`config.mk`:
```
export PLATFORM = sky130hd
export DESIGN_NAME = bus_encoder
export DESIGN_NICKNAME = d
export VERILOG_FILES = /design/src/rtl/bus_encoder.sv
export SDC_FILE = /design/constraint.sdc
export NUM_CORES = 1
export LEC_CHECK = 0
export ABC_AREA = 1
export CORE_ASPECT_RATIO = 0.75
export CORE_MARGIN = 2
export CORE_UTILIZATION = 26
export CTS_CLUSTER_DIAMETER = 100
export CTS_CLUSTER_SIZE = 30
export DETAILED_ROUTE_END_ITERATION = 8
export GPL_TIMING_DRIVEN = 0
export PLACE_DENSITY = 0.55
export SYNTH_ARGS = -nofsm -noshare
export SYNTH_HDL_FRONTEND = slang
export SYNTH_SLANG_ARGS = --single-unit
```
`constraint.sdc`:
```
create_clock -name clock -period 3.3 [get_ports clock]
set_clock_uncertainty 0.05 [all_clocks]
set_input_delay 0.66 -clock clock [delete_from_list [all_inputs] [get_ports clock]]
set_output_delay 0.66 -clock clock [all_outputs]
set_load 0.02 [all_outputs]
```
`src/rtl/bus_encoder.sv`:
```
// 16-to-4 request encoder with a one-deep valid/ready output register.
// Grant policy is either fixed (highest bit wins) or round-robin from a rotating pointer.
module bus_encoder #(
  parameter int ROUND_ROBIN = 0
) (
  input  logic        clock,
  input  logic        clear,
  input  logic [15:0] encIn,
  input  logic        inValid,
  output logic        inReady,
  output logic [3:0]  encOut,
  output logic        outValid,
  input  logic        outReady,
  output logic        multiHot,
  output logic        zeroHot,
  output logic [7:0]  errCount
);

  logic [3:0]  enc_q, enc_d;
  logic        valid_q, valid_d;
  logic        multi_q, multi_d;
  logic        zero_q, zero_d;
  logic [7:0]  err_q, err_d;
  logic [3:0]  ptr_q, ptr_d;

  logic        capture;
  logic        req_multi, req_zero;
  logic [15:0] rot;
  logic [3:0]  fix_idx, rot_idx, grant;

  assign inReady   = (!valid_q || outReady) && !clear;
  assign capture   = inValid && inReady;
  assign req_zero  = ~|encIn;
  assign req_multi = |(encIn & (encIn - 16'd1));

  always_comb begin
    fix_idx = '0;
    for (int i = 0; i < 16; i++)
      if (encIn[i]) fix_idx = 4'(i);
  end

  // Rotate requests so the pointer sits at bit 0; lowest set bit is the next grant.
  always_comb begin
    rot     = '0;
    rot_idx = '0;
    for (int i = 0; i < 16; i++)
      rot[i] = encIn[ptr_q + 4'(i)];
    for (int i = 15; i >= 0; i--)
      if (rot[i]) rot_idx = 4'(i);
  end

  always_comb begin
    grant = '0;
    if (!req_zero)
      grant = (ROUND_ROBIN != 0) ? (ptr_q + rot_idx) : fix_idx;
  end

  always_comb begin
    enc_d   = enc_q;
    valid_d = valid_q;
    multi_d = multi_q;
    zero_d  = zero_q;
    err_d   = err_q;
    ptr_d   = ptr_q;
    if (capture) begin
      enc_d   = grant;
      valid_d = 1'b1;
      multi_d = req_multi;
      zero_d  = req_zero;
      if (req_multi && err_q != 8'hFF) err_d = err_q + 8'd1;
      if (ROUND_ROBIN != 0 && !req_zero) ptr_d = grant + 4'd1;
    end else if (valid_q && outReady) begin
      valid_d = 1'b0;
    end
  end

  always_ff @(posedge clock) begin
    if (clear) begin
      enc_q   <= '0;
      valid_q <= 1'b0;
      multi_q <= 1'b0;
      zero_q  <= 1'b0;
      err_q   <= '0;
      ptr_q   <= '0;
    end else begin
      enc_q   <= enc_d;
      valid_q <= valid_d;
      multi_q <= multi_d;
      zero_q  <= zero_d;
      err_q   <= err_d;
      ptr_q   <= ptr_d;
    end
  end

  assign encOut   = enc_q;
  assign outValid = valid_q;
  assign multiHot = multi_q;
  assign zeroHot  = zero_q;
  assign errCount = err_q;

endmodule

```
==> impl_metrics.tcl, run 1 <==
set metrics [dict create \
    layout_common_cells "53 x nand2_1, 35 x clkdlybuf4s50_1, 21 x inv_1" \
    yosysTopAreaCellShare_pct 27.5 \
    seq_area_frac_synth_pct 27.5 \
    die_h_um 60.1 \
    cts_setup_buffers 0 \
    power_density_mw_per_mm2 286 \
    cts-root-buf "clkbuf_8" \
    grt_pass1_vias 1012 \
    cts_buffers 3 \
    dp_hpwl_um 2110 \
    ant_nets 0 \
    synth_area_leaders "dfxtp_1 28%, nand2_1 18%, a21oi_1 7.3%" \
    hp-class "register to register" \
    arrival_ns 2.00 \
    place_congestion 0.879 \
    synth_area_sq_mm 0.00109 \
    hold_end "encOut[1]$_SDFFE_PP0P_" \
    initial_core_util_pct 27.1 \
    startpoint_type "primary input" \
    required_ns 2.59 \
    avgSynthCellArea_sq_um 6.42 \
    nFillCells 439 \
    dieArea_sq_mm 0.00474 \
    die_x_um 78.8 \
    period_minus_slack_ns 2.71 \
    synthToLayoutAreaGrowth_pct 42.7 \
    vias_per_cell 4.33 \
    ctsHoldBuffers 0 \
    finalSetupTns_ns 0 \
    cts_tree "yes" \
    crit_type "primary input to output pin" \
    p_int_w 0.000320 \
    drtPass1Iterations 4 \
    p_leak_nw 0.636 \
    rows 20 \
    rr_worst_depth 6 \
    syn_inst 170 \
    fin_util_pct 38.6 \
    pwr-share-seq_pct 43.1 \
    numPortBuffers 35 \
    slew_headroom_pct 68.5 \
    outcome "finished, final reports clean" \
    r2r_start "outValid$_SDFFE_PP0P_" \
    met2_length_um 1080 \
    slew_viol_final 0 \
    grt_pass1_wl_um 4500 \
    grt_usage_pct 12.2 \
    core_area_sq_mm 0.00403 \
    r2r-end "errCount[4]$_SDFFE_PP0P_" \
    switching_share_pct 28.0 \
    fmax_mhz 369 \
    setup_violations 0 \
    rsz0062_at_grt "false" \
    hold_start "encOut[1]$_SDFFE_PP0P_" \
    synth_nets 191 \
    worstPathMaxFanout 6 \
    tightest_slew_ns 0.473 \
    wirelength_met1_um 1360 \
    p_clk_share_pct 33.2 \
    post-synth-top-area-cell "dfxtp_1" \
    endpoint_kind "output pin" \
    antennaDiodeCount 0 \
    antenna_found_initial 0 \
    ys_ff_latch 15 \
    comb_power_share_pct 23.7 \
    worst_hold_path.num_cells 2 \
    grt_overflow 0 \
    h-tree-depth 1 \
    wire_per_inst_um 9.86 \
    p_switching_w 0.000125 \
    cts_num_sinks 15 \
    drt_iter0_drc 91 \
    final_nets 231 \
    cap_violations 0 \
    drive_above_1_share_pct 10.0 \
    clk_latency_ns 0.25 \
    hold_viol_final 0 \
    synth.distinct_cells 25 \
    top_layer "met4" \
    vias 1143 \
    wl_um 2600 \
    clk_pin_slew_ns 0.06 \
    layout_commonest_cell "nand2_1" \
    ios 36 \
    wl_met3_um 145 \
    finalCritPeriodShare_pct 82.0 \
    drc 0 \
    cts_resized 0 \
    clockBufferDepth 2 \
    yosysWarnings 0 \
    ir_worst_vdd_v 0.000129 \
    grt_max_degree 11 \
    rrSetupSlack_ns 1.52 \
]
[cell families (layout without fill, tap and decap cells)]
logic type / Yosys count / count (layout) / synth area share (%)
buf+inv: 24 / 63 / 8.26
simple gates: 97 / 97 / 45.0
fa+ha+maj: 1 / 1 / 1.15
xor+xnor: 6 / 6 / 4.82
compound gates: 27 / 27 / 13.3
flops: 15 / 15 / 27.5
[worst max-delay path by stage]
stage          cells past startpoint                       end  slack, ns      from
6_report                           3                   inReady       0.59     clear
5_1_grt                            3                   inReady       0.50     clear
4_1_cts                            3                   inReady       0.57     clear
3_5_place_dp                       3                   inReady       0.59     clear
3_3_place_gp                       3                   inReady       0.58     clear
2_1_floorplan                      7  errCount[4]$_SDFFE_PP0P_       1.16  outReady
[per-stage QoR]
step | area [sq um] | instances | hold WS, ns | setup slack [ns] | power, W
after global placement | 1510 | 260 | 0.405 | 0.580 | 0.000301
after detailed placement | 1510 | 260 | 0.410 | 0.586 | 0.000301
final | 1560 | 264 | 0.420 | 0.593 | 0.000444
after global routing | 1560 | 264 | 0.438 | 0.496 | 0.000474
after floorplan | 1090 | 170 | 0.487 | 1.16 | 0.000248
after CTS | 1560 | 264 | 0.419 | 0.572 | 0.000451
[routing by layer]
layer  vias to the layer above  GRT usage, %
met5                         -             0
met3                         2          3.93
met4                         0          3.01
met2                        23          18.2
li1                        633             -
met1                       485          17.0
[sequential cells by signal (all words and copies together) (netlist names)]
| signal | count |
|---|---|
| errCount | 8 |
| multiHot | 1 |
| encOut | 4 |
| zeroHot | 1 |
| outValid | 1 |
[layout make-up]
| type | instances | area, sq um | share of cell area (%) |
|---|---|---|---|
| Inverter | 22 | 82.6 | 5.31 |
| Timing Repair Buffer | 35 | 350 | 22.5 |
| Multi-Input combinational cell | 131 | 701 | 45.0 |
| Clock inverter | 1 | 5.00 | 0.322 |
| Clock buffer | 3 | 41.3 | 2.65 |
| Tap cell | 55 | 68.8 | 4.42 |
| Buffer | 2 | 7.51 | 0.482 |
| Sequential cell | 15 | 300 | 19.3 |
[synth_stat cells]
master / instances
nor2_2: 3
xnor2_1: 2
nor3_2: 4
xor2_1: 4
nor2_4: 3
a31oi_1: 2
o21a_1: 1
nand2_2: 3
dfxtp_1: 15
nand3_4: 2
o21ai_0: 4
o31ai_1: 1
inv_2: 1
a21boi_0: 1
nor3_1: 2
nor2_1: 11
ha_1: 1
inv_1: 21
nand2_1: 53
clkbuf_1: 2
a21oi_1: 16
o21ai_1: 2
nand3_2: 1
nand3_1: 8
nand4_1: 7
[worst max-delay path, stage by stage]
cell	delay, ns
clkdlybuf4s50_1	0.51
a21oi_1	0.20
clkdlybuf4s50_1	0.63
[power by group through the flow]
stage | registers (W) | logic [W] | clock network, W
final | 0.000191 | 0.000105 | 0.000148
after floorplan | 0.000202 | 0.0000458 | 0
after global routing | 0.000192 | 0.000118 | 0.000164
after detailed placement | 0.000195 | 0.000106 | 0
after CTS | 0.000191 | 0.000106 | 0.000154
after global placement | 0.000195 | 0.000106 | 0
(Power assumes the default switching activity.)
==> run 2: changes to the inputs <==
--- a/config.mk
+++ b/config.mk
@@ -13,7 +13,7 @@
 export CTS_CLUSTER_SIZE = 30
 export DETAILED_ROUTE_END_ITERATION = 8
 export GPL_TIMING_DRIVEN = 0
-export PLACE_DENSITY = 0.55
+export PLACE_DENSITY = 0.57
 export SYNTH_ARGS = -nofsm -noshare
 export SYNTH_HDL_FRONTEND = slang
 export SYNTH_SLANG_ARGS = --single-unit
==> constraint.sdc (replaced) <==
create_clock -name clock -period 2.23 [get_ports clock]
set_clock_uncertainty 0.05 [all_clocks]
set_input_delay 0.446 -clock clock [delete_from_list [all_inputs] [get_ports clock]]
set_output_delay 0.446 -clock clock [all_outputs]
set_load 0.02 [all_outputs]
==> impl_metrics.tcl, run 2 (synthesis results as in run 1) <==
set metrics [dict create \
    outcome "finished, final reports clean" \
    initial_core_util_pct 27.1 \
    slew_viol_final 0 \
    drc 0 \
    clk_latency_ns 0.25 \
    stdcell_area_sq_mm 0.00169 \
    ios 36 \
    die_x_um 78.8 \
    drive_above_1_share_pct 17.4 \
    finalSetupTns_ns 0 \
    h-tree-depth 1 \
    cap_violations 0 \
    grt_pass1_wl_um 4530 \
    grt_pass1_vias 1011 \
    arrival_ns 2.17 \
    antenna_found_initial 0 \
    setup_violations 0 \
    drtPass1Iterations 4 \
    wire_per_inst_um 10.6 \
    crit_type "primary input to register" \
    ant_nets 0 \
    grt_max_degree 11 \
    required_ns 2.30 \
    antennaDiodeCount 0 \
    largest_register_ffs 8 \
    numPortBuffers 35 \
    drt_iter0_drc 52 \
    period_minus_slack_ns 2.10 \
    synthToLayoutAreaGrowth_pct 55.0 \
    slew_headroom_pct 67.0 \
    ir_worst_vdd_v 0.000210 \
    place_congestion 0.861 \
    p_leak_nw 0.782 \
    finalCritPeriodShare_pct 94.3 \
    cts_tree "yes" \
    rsz0062_at_grt "false" \
    tightest_slew_ns 0.495 \
    startpoint_type "primary input" \
    layout_commonest_cell "nand2_1" \
    clockBufferDepth 2 \
    power_density_mw_per_mm2 398 \
    grt_overflow 0 \
    grt_usage_pct 11.9 \
    dp_hpwl_um 2160 \
    cts_num_sinks 15 \
    clk_pin_slew_ns 0.07 \
    cts-root-buf "clkbuf_8" \
    rows 20 \
    wl_um 2910 \
    fin_util_pct 42.0 \
    final_nets 241 \
    placed_cell_area_sq_mm 0.00151 \
    fmax_mhz 476 \
    endpoint_kind "register" \
    hold_viol_final 0 \
    vias 1188 \
    ctsHoldBuffers 0 \
    layout_common_cells "51 x nand2_1, 25 x clkdlybuf4s50_1, 19 x inv_1" \
    cts_buffers 3 \
    dieArea_sq_mm 0.00474 \
    core_area_sq_mm 0.00403 \
    worstPathMaxFanout 7 \
    vias_per_cell 4.34 \
    hp-class "register to register" \
    die_h_um 60.1 \
]
run 2: changes by cell type in the layout (fill, tap and decap cells not counted), sizes merged:
cell / change
buf: +9
nand3: +1
clkdlybuf4s50: -10
clkinv: -1
dlygate4sd2: +1
dlymetal6s2s: +9
clkinvlp: +1
run 2: per-stage QoR:
step                      total power [W]  cells  setup WS (ns)  hold WS [ns]
after global placement           0.000446    260         -0.233         0.407
after global routing             0.000712    274        0.00265         0.447
after detailed placement         0.000446    260         -0.226         0.409
after CTS                        0.000679    264         0.0321         0.419
final                            0.000674    274          0.128         0.415
after floorplan                  0.000367    170          0.304         0.465
run 2: where the power goes:
part           leakage (nW)  internal (W)  switching [W]
Clock                0.0217      0.000126       0.000101
Combinational         0.638     0.0000740      0.0000898
Sequential            0.122      0.000277     0.00000613
run 2: layout make-up:
type | count | area, sq um
fill | 434 | 2340
clock buffer | 3 | 41.3
timing repair buffer | 44 | 450
tap | 55 | 68.8
sequential | 15 | 300
inverter | 22 | 82.6
clock inverter | 1 | 7.51
multi-input combinational | 132 | 732
buffer | 2 | 8.76
run 2: layer usage:
layer	vias up	share of wire (%)	GRT usage, %
met1	498	52	17.5
met2	28	42	17.8
met5	-	0	0
met4	0	0.62	2.26
li1	660	-	-
met3	2	5.2	2.87
run 2: critical path, stage by stage:
cell	delay, ns
clkdlybuf4s50_1	0.46
nor2_1	0.25
nand3_1	0.12
o21ai_1	0.13
nand2_1	0.07
nor3_2	0.21
nand3_4	0.17
buf_6	0.16
nand4_1	0.07
a21oi_1	0.08
run 2: worst paths after layout:
| check | startpoint | slack (ns) | cells past startpoint | end |
|---|---|---|---|---|
| worst max-delay path | encIn[13] | 0.13 | 10 | errCount[4]$_SDFFE_PP0P_ |
| worst min-delay path | encOut[1]$_SDFFE_PP0P_ | 0.42 | 2 | encOut[1]$_SDFFE_PP0P_ |
| worst max register to register | errCount[1]$_SDFFE_PP0P_ | 0.58 | 7 | errCount[6]$_SDFFE_PP0P_ |
| worst min register to register | encOut[1]$_SDFFE_PP0P_ | 0.42 | 2 | encOut[1]$_SDFFE_PP0P_ |
run 2: repair_timing:
item	in CTS	in global routing
gates cloned	0	1
setup buffers	0	9
gates resized for setup	1	22
endpoints found under the setup margin	1	14
pin swaps	0	11
==> run 3: changes to the inputs <==
--- a/config.mk
+++ b/config.mk
@@ -12,7 +12,7 @@
 export CTS_CLUSTER_DIAMETER = 100
 export CTS_CLUSTER_SIZE = 30
 export DETAILED_ROUTE_END_ITERATION = 8
-export GPL_TIMING_DRIVEN = 0
+export HOLD_SLACK_MARGIN = 0.05
 export PLACE_DENSITY = 0.57
 export SYNTH_ARGS = -nofsm -noshare
 export SYNTH_HDL_FRONTEND = slang
==> impl_metrics.tcl, run 3 (synthesis results as in run 1) <==
set metrics [dict create \
    outcome "finished, final reports clean" \
    fmax_mhz 460 \
    path_delay_family "simple AND/OR/NAND/NOR gates" \
    finalSetupTns_ns 0 \
    startpoint "encIn[2]" \
    cts_buffers 3 \
    antenna_found_initial 0 \
    slew_viol_final 0 \
    grt_pass1_wl_um 4570 \
    crit_buf_inv 2 \
    hold_start "encOut[1]$_SDFFE_PP0P_" \
    cts-root-buf "clkbuf_8" \
    ctsHoldBuffers 0 \
    initial_core_util_pct 27.1 \
    core_area_sq_mm 0.00403 \
    r2r_start "errCount[1]$_SDFFE_PP0P_" \
    grt_max_degree 15 \
    die_x_um 78.8 \
    clk_pin_slew_ns 0.06 \
    cap_violations 0 \
    ios 36 \
    ant_nets 0 \
    drive_above_1_share_pct 21.0 \
    antennaDiodeCount 0 \
    tightest_slew_ns 0.357 \
    power_density_mw_per_mm2 386 \
    wire_per_inst_um 9.93 \
    drtPass1Iterations 4 \
    ir_worst_vdd_v 0.000169 \
    layout_common_cells "51 x nand2_1, 30 x clkdlybuf4s50_1, 21 x inv_1" \
    crit_slowest_cell "clkdlybuf4s50_1" \
    startpoint_type "primary input" \
    hold_viol_final 0 \
    p_leak_nw 0.795 \
    vias_per_cell 4.35 \
    clk_latency_ns 0.24 \
    endpoint_kind "register" \
    finalCritPeriodShare_pct 97.4 \
    worstPathCellList "clkdlybuf4s50_1, nor2_4, nand2_4, nor2_4, nand2_2, o21ai_2, nand2_2, nor3_4, nand3_4, buf_12, nand4_1, a21oi_1" \
    drt_iter0_drc 49 \
    dieArea_sq_mm 0.00474 \
    grt_pass1_vias 1048 \
    vias 1235 \
    dp_hpwl_um 2230 \
    max_stage_delay_ns 0.46 \
    largest_register_ffs 8 \
    synthToLayoutAreaGrowth_pct 61.8 \
    setup_violations 0 \
    crit_type "primary input to register" \
    final_nets 251 \
    clockBufferDepth 2 \
    grt_overflow 0 \
    period_minus_slack_ns 2.17 \
    wl_um 2820 \
    h-tree-depth 1 \
    cts_num_sinks 15 \
    arrival_ns 2.25 \
    layout_commonest_cell "nand2_1" \
    grt_usage_pct 12.0 \
    hp-class "register to register" \
    fin_util_pct 43.8 \
    numPortBuffers 35 \
    rows 20 \
    place_congestion 0.884 \
    slew_headroom_pct 76.2 \
    cts_tree "yes" \
    die_h_um 60.1 \
    drc 0 \
    worstPathMaxFanout 6 \
    required_ns 2.31 \
]
run 3: cell count changes in the layout (fill, tap and decap cells not counted), moves of 2 or more:
cell	change
buf_6	-3
clkdlybuf4s50_1	+5
inv_2	-2
inv_1	+2
dlymetal6s2s_1	-5
buf_4	+14
run 3: worst paths after layout:
kind	endpoint	slack (ns)	depth (start not counted)
max reg2reg	errCount[0]$_SDFFE_PP0P_	0.63	8
min	encOut[1]$_SDFFE_PP0P_	0.41	2
min reg2reg	encOut[1]$_SDFFE_PP0P_	0.41	2
max	errCount[2]$_SDFFE_PP0P_	0.06	12
run 3: area by class of cell:
type                    count  area [sq um]
fillers                   407          2260
multi-input cells         132           739
repair buffers             56           529
flip-flops and latches     15           300
inverters                  22          82.6
well taps                  55          68.8
clock buffers               4          45.0
run 3: per-stage QoR:
step / cells / power (W) / worst slack, ns / area (sq um) / hold WS (ns)
after floorplan: 170 / 0.000367 / 0.304 / 1090 / 0.465
after global placement: 278 / 0.000469 / -0.135 / 1650 / 0.406
after detailed placement: 278 / 0.000468 / -0.198 / 1650 / 0.410
after CTS: 282 / 0.000682 / 0.0579 / 1700 / 0.419
after global routing: 284 / 0.000723 / -0.0246 / 1770 / 0.451
final: 284 / 0.000681 / 0.0579 / 1770 / 0.413
run 3: repair_timing:
item                       4_1_cts  5_1_grt
pin swaps                        0       11
setup endpoints to repair        1        8
buffers inserted                 0        1
cloned                           0        1
gates resized for setup          1       12
run 3: where the power goes:
group / internal [W] / total [W] / leakage (nW) / switching (W)
combinational: 0.0000921 / 0.000184 / 0.650 / 0.0000919
sequential: 0.000277 / 0.000283 / 0.122 / 0.00000588
clock: 0.000126 / 0.000214 / 0.0228 / 0.0000878
total: 0.000496 / 0.000681 / 0.795 / 0.000186
run 3: metal layers:
| layer | part of all wire, % | global-route usage (%) | vias to the layer above | wire length [um] |
|---|---|---|---|---|
| met2 | 42 | 17.7 | 24 | 1180 |
| met4 | 0 | 1.50 | 0 | 0 |
| met1 | 53 | 17.9 | 535 | 1500 |
| met3 | 4.9 | 3.17 | 0 | 138 |
| met5 | 0 | 0 | - | 0 |
| li1 | - | - | 676 | - |
run 3: worst reg2reg max path: cells and delay by family (launching register included):
kind / cells / cell delay (ns)
simple gates: 7 / 0.84
flops: 1 / 0.37
fa+ha+maj: 1 / 0.23
==> RTL change, RTL diff (settings of run 2) <==
Change the parameter `ROUND_ROBIN` from 0 to 1.
--- a/src/rtl/bus_encoder.sv
+++ b/src/rtl/bus_encoder.sv
@@ -1,7 +1,7 @@
 // 16-to-4 request encoder with a one-deep valid/ready output register.
 // Grant policy is either fixed (highest bit wins) or round-robin from a rotating pointer.
 module bus_encoder #(
-  parameter int ROUND_ROBIN = 0
+  parameter int ROUND_ROBIN = 1
 ) (
   input  logic        clock,
   input  logic        clear,
Function: changed (Yosys sat finds a counterexample within 4 cycles, from zero or initial values).
==> RTL change against run 2 <==
  * The run now ends with setup timing left
  * Routed wire length rose to 2.8 times the old value
  * Core utilization grew 1.7 points
  * Final cell count is 110% higher
  * Sequential cell count up 4
  * Total power grew to 3.9 times the old value
  * Worst setup slack got worse by 1.5 ns
  * Final area increased by 120%
  * Synthesized area is 110% higher
  * Sequential power is 37% higher
  * Register-to-register slack worse by 2.0 ns
==> RTL change: results <==
set metrics [dict create \
    hold_start "zeroHot" \
    grtUsageMet1 0.224 \
    wl_met3_um 422 \
    viasPerCell 5.03 \
    grt_pass1_wl_um 12800 \
    n_all_buffers 87 \
    synth_area_leaders "nand2_1 (20%), dfxtp_1 (17%), nand3_1 (16%), inv_1 (6.8%), ha_1 (6.6%)" \
    pre_cts_ws_ns -1.74 \
    clk_share 0.0212 \
    dp_hpwl_um 5430 \
    hold_end "zeroHot" \
    nonClkBufAreaFrac 0.203 \
    syn-num-nets 427 \
    r2r_setup_slack_ns -1.41 \
    wl_per_cell_um 13.7 \
    nNonClkInverters 44 \
    critPathMaxFanout 4 \
    ys_types 32 \
    synthXorXnorAreaFrac 0.0721 \
    synth_adder_area_share 0.0748 \
    sh_seq_area 0.106 \
    fill_cells 884 \
    status "finished, violations left" \
    setup_viol 8 \
    met1_length_um 3750 \
    worstSetupStartpoint "encIn[15]" \
    timing.rr.end "ptr_q[3]" \
    synth_compound_area_frac 0.139 \
    clkTransAtPathRegs_ns 0.05 \
    powerComb_uw 1900 \
    total_leakage_power_uw 0.00168 \
    finalNetCount 511 \
    layout-drive-gt1-share 0.335 \
    max_clock_freq_ghz 0.274 \
    layout_setup_ws_ns -1.42 \
    grt_pass1_vias 2707 \
    violations "setup timing" \
    slowest_delay_ns 0.55 \
]
-- RTL change: changes by cell type after synthesis, sizes merged, moves of 10 or more --
| cell | before | now |
|---|---|---|
| a21oi | 16 | 26 |
| inv | 22 | 44 |
| nand3 | 11 | 73 |
| nand2 | 56 | 124 |
| ha | 1 | 12 |
| o21ai | 6 | 21 |
-- RTL change: repair_timing --
action / in CTS / in global routing
setup endpoints to repair: 18 / 16
hold buffers: 0 / 0
pin swaps: 27 / 32
setup buffers: 36 / 11
gates resized for setup: 93 / 61
-- RTL change: per-stage QoR --
stage	cells	cell area, µm²	total power [µW]	hold slack (ns)
final	585	3710	2660	0.419
after global routing	585	3710	2850	0.434
after CTS	576	3480	2400	0.424
after detailed placement	537	2880	1620	0.417
after global placement	537	2880	1600	0.410
after floorplan	394	2390	1320	0.465
-- RTL change: tightest hold or removal path: stages (launching register included) --
cell     delay [ns]
dfxtp_1        0.30
nand2_1        0.06
a21oi_1        0.06
